File: src/rtl/d_latch.sv
// Transparent WIDTH-bit D latch with async active-low clear, plus an i_clk-domain monitor.
// The monitor gives a registered output, open/close event pulses, and saturating hold and update counters.
module d_latch #(
    parameter int WIDTH       = 1,
    parameter int CNT_W       = 16,
    parameter int SYNC_STAGES = 2
) (
    input  logic             i_clk,
    input  logic             i_rst_n,
    input  logic             i_enable,
    input  logic [WIDTH-1:0] i_d,
    output logic [WIDTH-1:0] o_q,
    output logic [WIDTH-1:0] o_q_reg,
    output logic             o_open,
    output logic             o_close,
    output logic [CNT_W-1:0] o_hold_cnt,
    output logic [CNT_W-1:0] o_upd_cnt
);

    localparam logic [CNT_W-1:0] CNT_MAX = {CNT_W{1'b1}};

    logic [WIDTH-1:0]       latch_q;
    logic [WIDTH-1:0]       q_reg_q;
    logic [SYNC_STAGES-1:0] sync_q, sync_d;
    logic                   en_s;
    logic                   en_d_q;
    logic                   open_q, open_d;
    logic                   close_q, close_d;
    logic [CNT_W-1:0]       hold_q, hold_d;
    logic [CNT_W-1:0]       upd_q, upd_d;

    // Intentional level-sensitive storage; reset dominates the gate.
    always_latch begin
        if (!i_rst_n) begin
            latch_q <= '0;
        end else if (i_enable) begin
            latch_q <= i_d;
        end
    end

    assign sync_d = {sync_q[SYNC_STAGES-2:0], i_enable};
    assign en_s   = sync_q[SYNC_STAGES-1];

    always_comb begin
        open_d  = en_s & ~en_d_q;
        close_d = ~en_s & en_d_q;

        hold_d = hold_q;
        if (en_s) begin
            hold_d = '0;
        end else if (hold_q != CNT_MAX) begin
            hold_d = hold_q + 1'b1;
        end

        // Compares the value about to be registered against the current register.
        upd_d = upd_q;
        if ((latch_q != q_reg_q) && (upd_q != CNT_MAX)) begin
            upd_d = upd_q + 1'b1;
        end
    end

    always_ff @(posedge i_clk or negedge i_rst_n) begin
        if (!i_rst_n) begin
            q_reg_q <= '0;
            sync_q  <= '0;
            en_d_q  <= 1'b0;
            open_q  <= 1'b0;
            close_q <= 1'b0;
            hold_q  <= '0;
            upd_q   <= '0;
        end else begin
            q_reg_q <= latch_q;
            sync_q  <= sync_d;
            en_d_q  <= en_s;
            open_q  <= open_d;
            close_q <= close_d;
            hold_q  <= hold_d;
            upd_q   <= upd_d;
        end
    end

    assign o_q        = latch_q;
    assign o_q_reg    = q_reg_q;
    assign o_open     = open_q;
    assign o_close    = close_q;
    assign o_hold_cnt = hold_q;
    assign o_upd_cnt  = upd_q;

endmodule

File: config.mk
export PLATFORM = sky130hd
export DESIGN_NAME = d_latch
export DESIGN_NICKNAME = d
export VERILOG_FILES = /design/src/rtl/d_latch.sv
export SDC_FILE = /design/constraint.sdc
export NUM_CORES = 1
export LEC_CHECK = 0
export CAP_MARGIN = 40
export CORE_MARGIN = 4
export CORE_UTILIZATION = 55
export CTS_CLUSTER_SIZE = 25
export DETAILED_ROUTE_END_ITERATION = 12
export DONT_BUFFER_PORTS = 1
export PLACE_DENSITY = 0.73
export SYNTH_ARGS = -nofsm -noshare
export SYNTH_HDL_FRONTEND = slang
export SYNTH_SLANG_ARGS = --single-unit
File: constraint.sdc
create_clock -name i_clk -period 2.54 [get_ports i_clk]
set_clock_uncertainty 0.1 [all_clocks]
set_input_delay 0.508 -clock i_clk [delete_from_list [all_inputs] [get_ports i_clk]]
set_output_delay 0.508 -clock i_clk [all_outputs]
set_load 0.01 [all_outputs]
==> metrics.md <==
| Metric | Value |
|---|---|
| Global-route wire length before repair | 6720 µm |
| Switching part of the total | between 30% and 40% |
| Synth Cell Area | roughly 1900 µm² |
| RSZ-0062 raised after global routing | no |
| Worst EP required | 2.70 ns |
| Root buf cell | clkbuf_4 |
| DIE AREA | 4400 µm² |
| Tcrit/Tclk final | 78.42% |
| Setup_tns | 0 ns |
| Predominant post-synthesis flop cell | dfrtp_1 |
| Syn nets | 184 |
| Die width | 66.34 µm |
| GPL Wtd Cong | 0.8583 |
| Initial antenna violation count | 0 |
| Max-slew headroom | roughly three fifths |
| Endpoints left unconstrained | 3 |
| Switching power | around 0.0004 W |
| Final Slew Violations | 0 |
| Clock share of power | a little over a quarter |
| Least-Margin Pin Slew | 0.6122 ns |
| WL per Instance | 16.37 µm |
| I/O Buffers | 0 |
| Mapped Cells | 178 |
| Gr usage total | 20.37% |
| DR pass1 iterations | 4 |
| Later-pin clock latency in the skew report | 0.34 ns |
| Most frequent cells in the layout | dfrtp_1, nor2_1, xor2_1, nand3_1, a21oi_1 |
| Worst Setup Path Type | reg2reg |
| Number of global-route vias before repair | 1446 |
| Dpl hpwl | 2672 µm |
| Register pins left without a clock | 1 |
| Via count | 1403 |
| Via/cell ratio | ~6.1 |
| Grt ovf | 0 |
| Synth top area cells | dfrtp_1, xor2_1, nand3_1, nor2_1, a21oi_1 |
| Die height | around 66 µm |
| Drt initial violations | 149 |
| Worst-path clk slew | 0.11 ns |
| Worst hold path class | in2reg |
| Seq pwr share | 63.4% |
| Fillcell total | 275 |
| Most common cell after layout, fill and taps aside | dfrtp_1 |
| Rows | 20 |
| Final hold violations | 0 |
| H-tree depth | 2 |
| Multi-input logic area | 882.1 µm² |
| Storage cell area | 965.9 µm² |
| Detail Route Antenna Nets | 0 |
| Largest net degree at the start of global routing | 39 |
| Pwr dens | 627.5 nW/µm² |
| EDFF count, synth | 0 |
| Placed cell area | between 1500 and 2000 µm² |
| Layout cell share with drive strength beyond 1 | 10.75% |
| DRC | 0 |
| Final Cell Area | around 2000 µm² |
| P_int | between 0.0008 and 0.0009 W |
| Post-Route WL | between 3000 and 4000 µm |
| Post-CTS sizing | 0 |
| Worst Setup Start Kind | flop |
| Num ports | 40 |
| Initial Util | 59.37% |
| Flops & latches, synth | 39 |
| Total CTS buffers | 5 |
| ANT cells | 0 |
| CTS tree | done |
| Post-synthesis cell type count | 40 |
| # setup viols final | 0 |
| Max Freq | 502.0 MHz |
| # Max-Cap Violations | 0 |
| Ys async rst share | 97.44% |
| Post-synth top area cell | dfrtp_1 |
| Core area | 3153 µm² |
| Warnings, synthesis | 0 |
| Layout area overhead | 7.487% |
| Worst vdd ir | roughly 460 µV |
| Mean Syn Cell Area | ~11 µm² |
| Status | completed |
| Worst EP arrival | 2.16 ns |
| Critical path endpoint category | flop |
| P_leak | ~0.84 nW |
| Max Root-Sink Buffers | 2 |
| Critical path peak fanout | 6 |
| # nets final | 191 |
| Gate power share | 10.6% |
| Top-area cell type share of the netlist area | 50.80% |
| Tmin final | 1.992 ns |
## worst paths after layout
kind,depth (start not counted),slack [ns],to,from
max in group asynchronous,2,1.61,o_upd_cnt[2],i_rst_n
setup reg to reg,5,0.55,o_upd_cnt[10],o_upd_cnt[0]
hold reg to reg,0,0.26,sync_q[1],sync_q[0]
min in group asynchronous,2,0.52,o_hold_cnt[6],i_rst_n
hold / removal,0,0.08,sync_q[0],i_enable
setup / recovery,5,0.55,o_upd_cnt[10],o_upd_cnt[0]
## cells by family (layout without fill, tap and decap cells)
kind of cell,count (synthesis),in the layout,synth area share [%]
flip-flops,38,38,50.80
XOR/XNOR,15,15,7.019
buffers and inverters,6,14,1.270
adder cells (fa/ha/maj),2,2,1.337
AO/OA/AOI/OAI,28,28,8.690
AND/OR/NAND/NOR,84,84,27.81
latches,1,1,0.8019
multiplexers,4,4,2.273
## synth_stat cells, types with 2 or more instances
library cell  instances
a21oi_1              11
a31oi_1               3
clkbuf_1              2
dfrtp_1              38
ha_1                  2
inv_1                 3
mux2_2                2
mux2i_1               2
nand2_1               7
nand2b_1              2
nand3_1              12
nand4_1               8
nor2_1               15
nor2b_1               3
nor3_1                9
nor4_1                6
nor4_2                2
o21a_1                3
o21ai_0               7
o31ai_1               2
or3_1                 7
xnor2_1               3
xor2_1               12
## layout make-up
class,instances,area share [%]
clock inverters,1,0.2488
flip-flops and latches,39,48.01
clock buffers,7,2.736
multi-input cells,133,43.84
inverters,3,0.5597
well taps,44,2.736
repair buffers,3,1.866
## layer usage
metal	GRT usage, %	vias up	wire length, µm
li1	-	673	-
met1	22.68	682	1464
met2	33.83	38	1946
met3	7.483	10	265
met4	10.41	0	87
met5	0	-	0
## power groups by stage
stage / sequential (W) / clock, W / combinational, W
after floorplan: 0.000783 / 0 / 0.000104
after global placement: 0.000808 / 0 / 0.000113
after detailed placement: 0.000811 / 0 / 0.000119
after CTS: 0.000801 / 0.000346 / 0.000136
after global routing: 0.000815 / 0.000372 / 0.000162
final: 0.000800 / 0.000329 / 0.000133
## worst max-delay path, cell delays in order, from the launching register on
cell and delay, ns:
dfrtp_1 0.47, ha_1 0.25, nand2_1 0.15, or4_4 0.56
nor3_1 0.22, xor2_1 0.17
## timing repair
item,in CTS,in global routing
setup buffers,0,0
endpoints found under the hold margin,38,0
hold buffers,2,0
## through the flow
| step | hold slack, ns | setup WS [ns] | util, % | power, W | std cells |
|---|---|---|---|---|---|
| after floorplan | 0.1124 | 0.6601 | - | 0.0008866 | 178 |
| after global placement | 0.1132 | 0.6119 | 60.95 | 0.0009209 | 220 |
| after detailed placement | 0.1133 | 0.5640 | 60.95 | 0.0009305 | 220 |
| after CTS | 0.06008 | 0.5351 | 63.81 | 0.001282 | 230 |
| after global routing | 0.04708 | 0.3467 | 63.81 | 0.001348 | 230 |
| final | 0.07928 | 0.5481 | 63.81 | 0.001262 | 230 |
No activity file was read; power rests on OpenSTA's default activity.
